==> config.mk <==
export PLATFORM = sky130hd
export DESIGN_NAME = mux4_rr_sequencer
export DESIGN_NICKNAME = d
export VERILOG_FILES = /design/src/rtl/mux4_seq_pkg.sv /design/src/rtl/mux4_rr_sequencer_arb.sv /design/src/rtl/mux4_rr_sequencer.sv
export SDC_FILE = /design/constraint.sdc
export NUM_CORES = 1
export LEC_CHECK = 0
export ABC_CLOCK_PERIOD_IN_PS = 2900
export CORE_MARGIN = 2
export CORE_UTILIZATION = 30
export CTS_BUF_LIST = sky130_fd_sc_hd__clkbuf_4
export DETAILED_ROUTE_END_ITERATION = 12
export PLACE_DENSITY = 0.61
export SLEW_MARGIN = 5
export SYNTH_ARGS = -nofsm -noshare
export SYNTH_HDL_FRONTEND = slang
export SYNTH_SLANG_ARGS = --single-unit
==> constraint.sdc <==
create_clock -name clk -period 2.9 [get_ports clk]
set_input_delay 0.435 -clock clk [delete_from_list [all_inputs] [get_ports clk]]
set_output_delay 0.435 -clock clk [all_outputs]
set_load 0.1 [all_outputs]
==> src/rtl/mux4_seq_pkg.sv <==
// rtl/mux4_seq_pkg.sv - shared lane types, constants and round-robin pick for mux4_rr_sequencer
package mux4_seq_pkg;

  localparam int LANE_CNT    = 4;
  localparam bit MUX_INVERTS = 1'b1;

  typedef logic [1:0] lane_idx_t;

  typedef struct packed {
    logic      found;
    lane_idx_t idx;
  } pick_t;

  // Walk offsets high to low so the lowest offset from ptr is written last and wins.
  function automatic pick_t rr_pick(input logic [LANE_CNT-1:0] req, input lane_idx_t ptr);
    pick_t     p;
    lane_idx_t c;
    p = '0;
    for (int k = LANE_CNT - 1; k >= 0; k--) begin
      c = ptr + lane_idx_t'(k);
      if (req[c]) begin
        p.found = 1'b1;
        p.idx   = c;
      end
    end
    return p;
  endfunction

endpackage

==> src/rtl/mux4_rr_sequencer_arb.sv <==
// rtl/mux4_rr_sequencer_arb.sv - rr_arb4: combinational round-robin picker owning its pointer
module rr_arb4
  import mux4_seq_pkg::*;
(
  input  logic                clk,
  input  logic                rst,
  input  logic [LANE_CNT-1:0] req,
  input  logic                en,
  output logic [LANE_CNT-1:0] grant,
  output lane_idx_t           idx,
  output logic                found
);

  lane_idx_t ptr;
  pick_t     pick;

  always_comb begin
    pick  = rr_pick(req, ptr);
    found = pick.found;
    idx   = pick.idx;
    grant = '0;
    if (en && pick.found) grant[pick.idx] = 1'b1;
  end

  always_ff @(posedge clk) begin
    if (rst) begin
      ptr <= '0;
    end else if (en && found) begin
      ptr <= idx + lane_idx_t'(1);
    end
  end

endmodule

==> src/rtl/mux4_rr_sequencer.sv <==
// rtl/mux4_rr_sequencer.sv - round-robin issue/capture harness around a 4:1 inverting mux
// Optional compare/err feature: define MUX4_RR_SEQUENCER_CMP_EN.
module mux4_rr_sequencer
  import mux4_seq_pkg::*;
#(
  parameter int WIDTH = 1,
  parameter int NLANE = 4
) (
  input  logic                      clk,
  input  logic                      rst,
  input  logic [LANE_CNT-1:0]       req_valid,
  input  logic [LANE_CNT*WIDTH-1:0] req_data,
  output logic [LANE_CNT-1:0]       req_ready,
  output logic [WIDTH-1:0]          A0,
  output logic [WIDTH-1:0]          A1,
  output logic [WIDTH-1:0]          A2,
  output logic [WIDTH-1:0]          A3,
  output logic                      SL0,
  output logic                      SL1,
  input  logic [WIDTH-1:0]          Z,
  output logic                      out_valid,
  output logic [WIDTH-1:0]          out_data,
  output logic [1:0]                out_lane,
  input  logic                      out_ready
`ifdef MUX4_RR_SEQUENCER_CMP_EN
  ,
  output logic                      err
`endif
);

  if (NLANE != LANE_CNT) begin : g_bad_nlane
    $error("mux4_rr_sequencer: NLANE must be 4");
  end

  logic             slot_free;
  logic             issued;
  logic             g_found;
  lane_idx_t        g_idx;
  lane_idx_t        sel;
  logic [WIDTH-1:0] a_q [LANE_CNT];
  logic [WIDTH-1:0] z_true;
  logic [WIDTH-1:0] g_data;

  // Issue and capture advance together; a stalled output freezes both stages.
  assign slot_free = (!out_valid || out_ready) && !rst;
  assign z_true    = MUX_INVERTS ? ~Z : Z;
  assign g_data    = req_data[int'(g_idx)*WIDTH +: WIDTH];

  rr_arb4 u_arb (
    .clk   (clk),
    .rst   (rst),
    .req   (req_valid),
    .en    (slot_free),
    .grant (req_ready),
    .idx   (g_idx),
    .found (g_found)
  );

  always_ff @(posedge clk) begin
    if (rst) begin
      issued    <= 1'b0;
      sel       <= '0;
      out_valid <= 1'b0;
      out_data  <= '0;
      out_lane  <= '0;
      for (int i = 0; i < LANE_CNT; i++) a_q[i] <= '0;
    end else if (slot_free) begin
      issued <= g_found;
      if (g_found) begin
        sel        <= g_idx;
        a_q[g_idx] <= g_data;
      end
      out_valid <= issued;
      if (issued) begin
        out_data <= z_true;
        out_lane <= sel;
      end
    end
  end

  assign A0  = a_q[0];
  assign A1  = a_q[1];
  assign A2  = a_q[2];
  assign A3  = a_q[3];
  assign SL0 = sel[0];
  assign SL1 = sel[1];

`ifdef MUX4_RR_SEQUENCER_CMP_EN
  logic [WIDTH-1:0] shadow;
  logic             err_q;
  logic             err_pulse;

  // Case-inequality so X/Z from a faulty cell counts as a mismatch.
  always_ff @(posedge clk) begin
    if (rst) begin
      shadow    <= '0;
      err_q     <= 1'b0;
      err_pulse <= 1'b0;
    end else begin
      err_pulse <= 1'b0;
      if (slot_free) begin
        if (g_found) shadow <= g_data;
        if (issued && (z_true !== shadow)) begin
          err_pulse <= 1'b1;
          err_q     <= 1'b1;
        end
      end
    end
  end

  assign err = err_q | err_pulse;
`endif

endmodule

==> out/qor.yml <==
outcome:
  status: "finished clean"
clock_network:
  numClockSinks: 13
  cts-root-buf: "clkbuf_4"
  numCtsBuffers: 3
  path_clk_slew_ns: 0.08
  clkLatencyLatePin_ns: 0.28
  h-tree-depth: 1
  post_cts_buffers: 0
  ctsLongestPathBuffers: 2
  cts_tree: "done"
timing:
  hold_viol: 0
  max_slew.worst_pin.slew_ns: 0.682
  max_freq_mhz: 372
  setup_viol: 0
  slew_headroom_pct: 54.3
  min_period_over_period_pct: 92.6
  rsz0062_at_grt: "no"
  fin_worst_skew_ns: 0.00412
  setup_tns_ns: 0
  fin_hold_ws_ns: 0.456
  finalMaxSlewViolations: 0
  period_minus_slack_ns: 2.69
yosys:
  synthArstFlopShare_pct: 0
  synth.avg_cell_area_sq_um: 9.54
  ys_types: 31
  synth_edf_count: 4
  synthCells: 77
  yosys_warnings: 0
  synth_flop_cell: "dfxtp_1"
  netlist_area_sq_um: 734
  syn-num-nets: 93
  ys_ff_latch: 13
  yosysSeqAreaShare_pct: 40.9
min_path:
  hp-class: "reg2reg"
placement:
  io_buffers: 25
  hpwl_mm: 1.23
  place.gp.congestion: 0.799
  dp.cells: 129
finish:
  nets: 122
  num_antenna_cells: 0
  utilization_pct: 47.6
  synthToLayoutAreaGrowth_pct: 46.0
  n_fill_cell: 233
  drive_gt1_share_pct: 27.6
  stdcell_count: 133
global_routing:
  grt-busiest-layer: "met2"
  grt_use_met3_pct: 5.37
  antenna_found_initial: 0
  grt_pass1_wl_mm: 2.55
  grt_use_total_pct: 12.6
  grt_max_degree: 14
  grt-ovfl-total: 0
  grt_use_met2_pct: 20.4
  grt_pass1_vias: 579
  use_met1_pct: 15.0
setup_path:
  path_buf_inv: 3
  critPathMaxStageDelay_ns: 0.56
  cp.required_ns: 2.47
  crit_chain: "clkdlybuf4s50_1 -> a21oi_1 -> o21a_1 -> o22ai_4 -> inv_1 -> ha_1 -> and2_1 -> buf_12"
  crit_path_top_delay_cell: "clkdlybuf4s50_1"
  path_max_fanout: 10
  critPathCaptureType: "output port"
  start_kind: "primary input"
  cpLargestDelayFamily: "buffers and inverters"
  worst-setup-path-type: "in2out"
  worst_ep_arrival_time_ns: 2.25
routing:
  drt_iter0_drc: 4
  drt_wl_total_mm: 1.54
  wl_per_cell_microns: 11.6
  route.detailed.drc: 0
  drtPass1Iterations: 2
  via_count: 630
  antenna_left: 0
  routed_via_density: 4.74
pwr:
  leakagePower_nw: 0.459
  powerDensity_mw_per_mm2: 629
  vdd_drop_max_mv: 0.294
  total_power_uw: 674
floorplan:
  die_w_microns: 53.5
  io_pins: 26
  rows: 17
  coreArea_sq_mm: 0.00225
  start_util_pct: 32.6
  die_y_microns: 53.5
  dieArea_sq_mm: 0.00286
run:
  cap_violations: 0
-- routing by layer --
metal | vias up | part of all wire, %
li1 | 327 | -
met3 | 2 | 5.1
met2 | 14 | 49
met1 | 287 | 44
met4 | 0 | 1.2
met5 | - | 0
-- synth_stat cells (2+ instances only) --
cell / number / area share, %
edfxtp_1: 4 / 16
inv_1: 4 / 2.0
o21a_1: 2 / 2.0
nor2b_1: 2 / 1.7
ha_1: 4 / 6.8
nand2b_1: 3 / 2.6
nand3_1: 2 / 1.4
o21ai_0: 4 / 2.7
mux2i_1: 2 / 2.7
a21o_2: 2 / 2.4
dfxtp_1: 9 / 25
and3_4: 2 / 3.1
and2_1: 4 / 3.4
nand2_1: 4 / 2.0
clkbuf_1: 2 / 1.0
nor2_1: 7 / 3.6
a21oi_1: 6 / 4.1
-- cells in the final DEF (no fill, tap or decap), drive strengths merged --
| cell type | instances |
|---|---|
| buf | 15 |
| clkdlybuf4s50 | 11 |
| dfxtp | 9 |
| nor2 | 7 |
| a21oi | 6 |
| and2 | 5 |
| inv | 4 |
| o21ai | 4 |
| nand2 | 4 |
| ha | 4 |
| edfxtp | 4 |
| clkbuf | 4 |
| nand2b | 3 |
| nor2b | 3 |
| a21o | 3 |
| and3 | 3 |
| mux2i | 2 |
| o21a | 2 |
| nand3 | 2 |
| a21boi | 1 |
| or3b | 1 |
| o221ai | 1 |
| o22ai | 1 |
| nor4 | 1 |
| nor3 | 1 |
| a211o | 1 |
| a211oi | 1 |
| o21bai | 1 |
| or2b | 1 |
-- tightest hold or removal path: stages (launching register included) --
cell     delay [ns]
dfxtp_1        0.31
nand2_1        0.05
a21oi_1        0.05
-- logic make-up after synthesis --
kind of cell / Yosys count / synth area share, %
muxes: 2 / 2.73
AOI/OAI and AO/OA: 21 / 20.3
and+or+nand+nor: 31 / 26.2
adders and majority gates: 4 / 6.81
DFF: 13 / 40.9
buffers and inverters: 6 / 3.07
-- final cells by class --
type | instances | area, sq um | area share (%)
clock buffers | 4 | 30.0 | 2.80
flip-flops and latches | 13 | 300 | 28.0
repair buffers | 26 | 273 | 25.4
multi-input cells | 58 | 419 | 39.1
well taps | 28 | 35.0 | 3.27
inverters | 4 | 15.0 | 1.40
-- flip-flops by register name, indices dropped and copies added, names as in the netlist --
register and count:
a_q 4, out_lane 2, sel 2, u_arb.ptr 2
issued 1, out_data 1, out_valid 1
-- report_power, final --
part | switching, mW | internal, mW | leakage (nW)
clock network | 0.0592 | 0.0627 | 0.0184
logic | 0.224 | 0.0999 | 0.325
registers | 0.0177 | 0.211 | 0.116
-- final timing paths --
| path | from | end | slack, ns | cells after the start |
|---|---|---|---|---|
| min reg2reg | out_lane[1] | out_lane[1] | 0.46 | 2 |
| max | req_valid[0] | req_ready[3] | 0.21 | 8 |
| max reg2reg | u_arb.ptr[1] | a_q[3] | 1.03 | 5 |
| min | out_lane[1] | out_lane[1] | 0.46 | 2 |
-- metrics by stage --
step | area [sq um] | worst slack [ns]
after floorplan | 734 | 0.304
after global placement | 1030 | 0.167
after detailed placement | 1030 | 0.103
after CTS | 1060 | 0.102
after global routing | 1070 | 0.0987
final | 1070 | 0.214
-- timing repair --
action,CTS,global route
gates resized for setup,0,1
hold buffers,0,0
endpoints found under the hold margin,0,0
setup endpoints to repair,0,2
Power figures use the tool's default switching activity.
